File: config.mk
export PLATFORM = sky130hd
export DESIGN_NAME = mem_arbiter
export DESIGN_NICKNAME = d
export VERILOG_FILES = /design/src/rtl/mem_arbiter.sv
export SDC_FILE = /design/constraint.sdc
export NUM_CORES = 1
export LEC_CHECK = 0
export BUFFER_PORTS_ARGS = -buffer_cell sky130_fd_sc_hd__buf_2
export CORE_AREA = 4 4 211 213
export DETAILED_ROUTE_END_ITERATION = 8
export DIE_AREA = 0 0 215 217
export PLACE_DENSITY = 0.57
export RECOVER_POWER = 25
export SYNTH_ARGS = -nofsm -noshare
export SYNTH_HDL_FRONTEND = slang
export SYNTH_SLANG_ARGS = --single-unit
File: constraint.sdc
create_clock -name clk -period 2.3 [get_ports clk]
set_clock_uncertainty 0.05 [all_clocks]
set_input_delay 0.46 -clock clk [delete_from_list [all_inputs] [get_ports clk]]
set_output_delay 0.46 -clock clk [all_outputs]
set_load 0.05 [all_outputs]
File: src/rtl/mem_arbiter.sv
// mem_arbiter: shares one memory port between the fetch and memory stages.
// The granted request is latched into the c_* registers and held until the
// memory completes. The response goes back only to a requester that still
// presents the same request; flushed requests are retired silently.
module mem_arbiter #(
    parameter int unsigned TIMEOUT = 1024
) (
    input  logic        clk,
    input  logic        reset,
    input  logic        i_valid,
    input  logic [63:0] i_addr,
    output logic        i_ready,
    output logic [63:0] i_rdata,
    input  logic        d_valid,
    input  logic [63:0] d_addr,
    input  logic        d_write,
    input  logic [2:0]  d_size,
    input  logic [7:0]  d_strobe,
    input  logic [63:0] d_wdata,
    output logic        d_ready,
    output logic [63:0] d_rdata,
    output logic        c_valid,
    output logic [63:0] c_addr,
    output logic        c_write,
    output logic [2:0]  c_size,
    output logic [7:0]  c_strobe,
    output logic [63:0] c_wdata,
    input  logic        c_ready,
    input  logic [63:0] c_rdata,
    output logic        err_timeout
);

    typedef enum logic [1:0] {
        StIdle,
        StBusyI,
        StBusyD
    } state_e;

    // Count value at which an outstanding transaction is declared stuck.
    localparam logic [15:0] TimeoutLast = 16'(TIMEOUT - 1);

    state_e      state_q;
    logic [15:0] cnt_q;

    // Arbitration FSM with registered downstream request and timeout tracking.
    always_ff @(posedge clk or negedge reset) begin
        if (!reset) begin
            state_q     <= StIdle;
            cnt_q       <= '0;
            c_valid     <= 1'b0;
            c_addr      <= '0;
            c_write     <= 1'b0;
            c_size      <= '0;
            c_strobe    <= '0;
            c_wdata     <= '0;
            err_timeout <= 1'b0;
        end else begin
            unique case (state_q)
                StIdle: begin
                    // Data has priority: a stalled memory stage blocks the whole pipe.
                    if (d_valid) begin
                        state_q  <= StBusyD;
                        cnt_q    <= '0;
                        c_valid  <= 1'b1;
                        c_addr   <= d_addr;
                        c_write  <= d_write;
                        c_size   <= d_size;
                        c_strobe <= d_strobe;
                        c_wdata  <= d_wdata;
                    end else if (i_valid) begin
                        state_q  <= StBusyI;
                        cnt_q    <= '0;
                        c_valid  <= 1'b1;
                        c_addr   <= i_addr;
                        c_write  <= 1'b0;
                        c_size   <= 3'b010;
                        c_strobe <= '0;
                        c_wdata  <= '0;
                    end
                end
                StBusyI, StBusyD: begin
                    if (c_ready) begin
                        state_q <= StIdle;
                        c_valid <= 1'b0;
                    end else begin
                        if (cnt_q != 16'hFFFF) begin
                            cnt_q <= cnt_q + 16'd1;
                        end
                        // Sticky flag only; the transaction keeps waiting.
                        if (cnt_q >= TimeoutLast) begin
                            err_timeout <= 1'b1;
                        end
                    end
                end
                default: begin
                    state_q <= StIdle;
                    c_valid <= 1'b0;
                end
            endcase
        end
    end

    // Response routing: deliver only if the requester still asks for the same address.
    always_comb begin
        i_rdata = c_rdata;
        d_rdata = c_rdata;
        i_ready = c_ready && (state_q == StBusyI) && i_valid && (i_addr == c_addr);
        d_ready = c_ready && (state_q == StBusyD) && d_valid && (d_addr == c_addr);
    end

endmodule
# Word-level counts from Yosys, hierarchy flattened
# Cells that the tools add are included.
word_totals:
  register_bits: 160
  inputBits: 273
  out_inout_bits: 272
  word_cells: 58
op_classes:
  addsub: 1
  order_cmp: 1
  n_eq_ne: 9
  n_mux: 23
  bitwise: 1
  reduce_logical: 14
ops:
  columns: ["operator", "n"]
  rows:
  - ["$mux 64", 4]
  - ["$eq 64x64->1", 2]
  - ["$mux 16", 4]
  - ["$pmux 16 s2", 1]
  - ["$add 16x1->16 const B", 1]
  - ["$ge 16x10->1 const B", 1]
  - ["$mux 8", 2]
  - ["$ne 16x16->1 const B", 1]
  - ["$logic_and 1x1->1", 6]
  - ["$mux 2", 3]
  - ["$mux 3", 2]
  - ["$ne 2x2->1 const B", 3]
  - ["$mux 1", 5]
  - ["$pmux 2 s2", 1]
  - ["$reduce_and 2->1", 2]
  - ["$reduce_and 4->1", 1]
  - ["$reduce_bool 2->1", 2]
  - ["$ne 3x3->1 const B", 1]
  - ["$reduce_and 3->1", 1]
  - ["$eq 2x1->1 const B", 1]
  - ["$eq 2x2->1 const B", 1]
  - ["$logic_not 2->1", 1]
  - ["$pmux 1 s2", 1]
  - ["$reduce_or 2->1", 1]
  - ["$not 1->1", 1]

# Depth between registers and ports, before layout
logic_depth:
  depth_word: 4
  depth_mapped: 8
  mapped_depth_nobuf: 7

# Worst setup path after synthesis
# No wires, ideal clock.
synth_timing:
  kind: "register -> output"
  from: "reg c_addr[17]"
  to: "out i_ready"
  arrival_ps: 2866
  t_required_ps: 1790
  path_slack_ps: -1076
  path_stages_with_launch: 6
  n_path_buf: 0
  path_cell_list: "dfrtp_1 > xnor2_1 > nand4_1 > nor4_1 > nand3_1 > nor4_1"
synth_between:
  elab_chain_len: 2
synth_lines:
  columns: ["item", "line", "text"]
  rows:
  - ["start, declared", "23", "output logic [63:0] c_addr,"]
  - ["start signal, assigned", "65", "c_addr <= d_addr;"]
  - ["start signal, assigned", "74", "c_addr <= i_addr;"]
  - ["$eq 64x64->1", "107", "i_ready = c_ready && (state_q == StBusyI) && i_valid && (i_addr == c_addr);"]
  - ["$logic_and 1x1->1", "107", null]
  - ["end, declared", "12", "output logic i_ready,"]
# Every way passes these cells.

# Final worst setup path
layout_timing:
  from: "reg c_addr[26]"
  to: "out i_ready"
# The elaborated chain is that of the path after synthesis.

==> results.yml <==
synth:
  synth.area.top_cells: "dfrtp_1 (44%), buf_4 (11%), xnor2_1 (9.2%), a22o_1 (7.2%), mux2i_1 (7.2%)"
  yosys.area_share.xor_xnor: 0.123
  synth_fa_ha_area_frac: 0.00550
  syn_inst: 879
  synth_top_family_by_area: "compound AO/OA/AOI/OAI gates"
  synthMuxAreaShare: 0.0715
  yosysTopAreaCell: "dfrtp_1"
  synth_edf_count: 0
  syn_avg_cell_area_um2: 10.4
  synth.most_common_cell: "dfrtp_1"
  synth_commonest_cells: "dfrtp_1 (160), buf_4 (131), xnor2_1 (96)"
  synth_area_um2: 9100
  yosysWarnings: 0
  ys.flop_type: "dfrtp_1"
  yosysUniqueCellTypes: 46
  synth_compound_area_frac: 0.141
  netlist.area_leader.share: 0.440
  synth-seq-area-share: 0.440
  ys_ff_latch: 160
  syn_nets: 1156
  synthSimpleGateAreaFrac: 0.0879
  async_flop_share: 1.00
setup_path:
  r2r_slack_ps: 150
  critPathCapture: "i_ready"
  reg2reg_depth: 8
  critPathLaunch: "c_addr[26]"
  regToRegStartpoint: "state_q[0]"
  cp_data_arrival_time_ps: 2460
  cp_max_fo: 4
  worstPathRequired_ps: 1790
  startpoint_type: "register"
  r2r_end: "cnt_q[13]"
  setup.worst_path.end_class: "output pin"
  crit_type: "register to output pin"
pwr:
  vdd_drop_max_mv: 0.989
  power.density_nw_per_um2: 1560
  power.leakage_nw: 5.83
final_layout:
  fin_nets: 1458
  drive_gt1_frac: 0.476
  areaGrowthSynthToFinish_pct: 33.1
grt:
  antenna_found_initial: 3
  grt_use_total: 0.138
  grt_max_degree: 129
  grt_pass1_wl_mm: 48.8
  grt_overflow_total: 0
  grt_pass1_vias: 7918
timing:
  timing.final.crit_share: 1.29
  setup_viol: 2
  worstMarginPinSlew_ps: 1490
  slew_headroom: 0.00947
  hold_ws_ps: 179
  fin_tns_setup_ps: -1210
  period_needed_ps: 2970
  setup_ws_ps: -675
  fmax_ghz: 0.336
  hold_viol: 0
  slew_violations: 0
  rsz0062_at_grt: "yes"
min_path:
  hold_path.class: "primary input to register"
route:
  vias: 7441
  drc: 0
  wl_mm: 32.8
  ant_nets: 0
  drt-pass1-iter-count: 4
  wl_per_cell_um: 18.8
  drt_iter0_markers: 364
  via_per_inst: 4.27
clock_tree:
  numCtsBuffers: 17
  clock_latency_ps: 440
  clk_pin_slew_ps: 70
  clockBufferDepth: 2
  clock-sinks: 160
  cts_htree_levels: 4
  cts_tree: "built"
  clockRootBuffer: "clkbuf_16"
run:
  drv_cap: 0
floorplan:
  die_w_um: 215
  die_area_um2: 46700
  num_rows: 76
  die_y_um: 217
  ios: 545
  start_util: 0.213
  core_area_um2: 42700
placed_design:
  dp_hpwl_mm: 26.2
  gp_congestion: 0.867
  port_buffers: 352
run_status:
  violations: "setup timing"
  status: "finished, violations left"
[where the power goes]
| group | leakage (nW) | internal, mW | switching [mW] |
|---|---|---|---|
| clock | 0.262 | 1.56 | 1.27 |
| combinational | 3.61 | 3.49 | 7.48 |
| sequential | 1.96 | 4.07 | 1.01 |
| total | 5.83 | 9.12 | 9.76 |
[layout by cell type (no fill, tap or decap), types with 3 or more instances in the layout]
cell type and n:
buf_2 349, dfrtp_1 107, buf_4 96, xnor2_1 83
a22o_1 75, nand2_1 75, mux2i_1 65, o21ai_0 60
dfrtp_2 53, xor2_1 32, nand4_1 27, o21ai_1 18
clkbuf_16 17, xnor2_2 13, nor2_1 11, a21oi_1 10
nor4_1 8, nand3_1 8, buf_12 8, inv_1 6
and3_1 5, o31ai_1 5, clkinvlp_4 5, nor4_2 4
nand2b_1 4, ha_1 4, nor4_4 3, nor3_1 3
a21o_1 3
[worst min-delay path by stage]
stage	slack, ps	to	start	cells after the start
after CTS	140	c_strobe[5]	d_strobe[5]	2
after detailed placement	440	c_wdata[47]	c_wdata[47]	1
after floorplan	110	c_addr[0]	reset	0
final	180	c_strobe[5]	d_strobe[5]	2
after global placement	410	err_timeout	err_timeout	1
after global routing	140	c_wdata[37]	d_wdata[37]	2
[flip-flops by register name (all words and copies together) (netlist names)]
signal / cells
c_size: 3
c_addr: 64
c_wdata: 64
cnt_q: 16
c_valid: 1
c_write: 1
state_q: 2
c_strobe: 8
err_timeout: 1
[cell type report]
cell class                      count  area, µm²
Antenna cell                        2       5.00
Clock buffer                       21        460
Clock inverter                     11        108
Fill cell                        4504      30600
Inverter                            6       22.5
Multi-Input combinational cell    542       4120
Sequential cell                   160       4070
Tap cell                          546        683
Timing Repair Buffer              454       2640
[through the flow]
step	power [mW]	util	setup WS [ps]	std cells	cell area (µm²)
6_report	18.9	0.284	-675	1742	12100
5_1_grt	20.0	0.283	-874	1740	12100
4_1_cts	19.2	0.283	-826	1740	12100
3_5_place_dp	16.0	0.265	-672	1703	11300
3_3_place_gp	15.9	0.265	-686	1703	11300
2_1_floorplan	12.8	-	-27.2	879	9200
[metal layers]
layer	wire length, µm	GRT usage	up-vias	part of all wire
met1	13200	0.161	3462	0.40
met2	16000	0.234	361	0.49
met5	38	0.00417	-	0.0012
li1	-	-	3560	-
met3	2470	0.0448	54	0.075
met4	1130	0.0588	4	0.034
[cell families (layout without fill, tap and decap cells)]
group	count (synthesis)	in the layout
xor+xnor	128	128
simple gates	161	161
compound gates	184	184
flops	160	160
buf+inv	177	492
other cells	0	2
mux	65	65
fa+ha+maj	4	4
[critical path, stage by stage, from the launching register on]
cell	delay, ps
dfrtp_2	440
xnor2_2	140
buf_4	150
nand4_1	340
nor4_2	310
nand3_2	210
nor4_4	230
buf_12	180
[what timing repair did]
| action | in CTS | in global routing |
|---|---|---|
| endpoints found under the setup margin | 3 | 3 |
| hold buffers | 1 | 0 |
| pin swaps | 9 | 0 |
| hold endpoints to repair | 42 | 0 |
| setup buffers | 4 | 0 |
| gates resized for setup | 22 | 5 |
(Power assumes the default switching activity.)
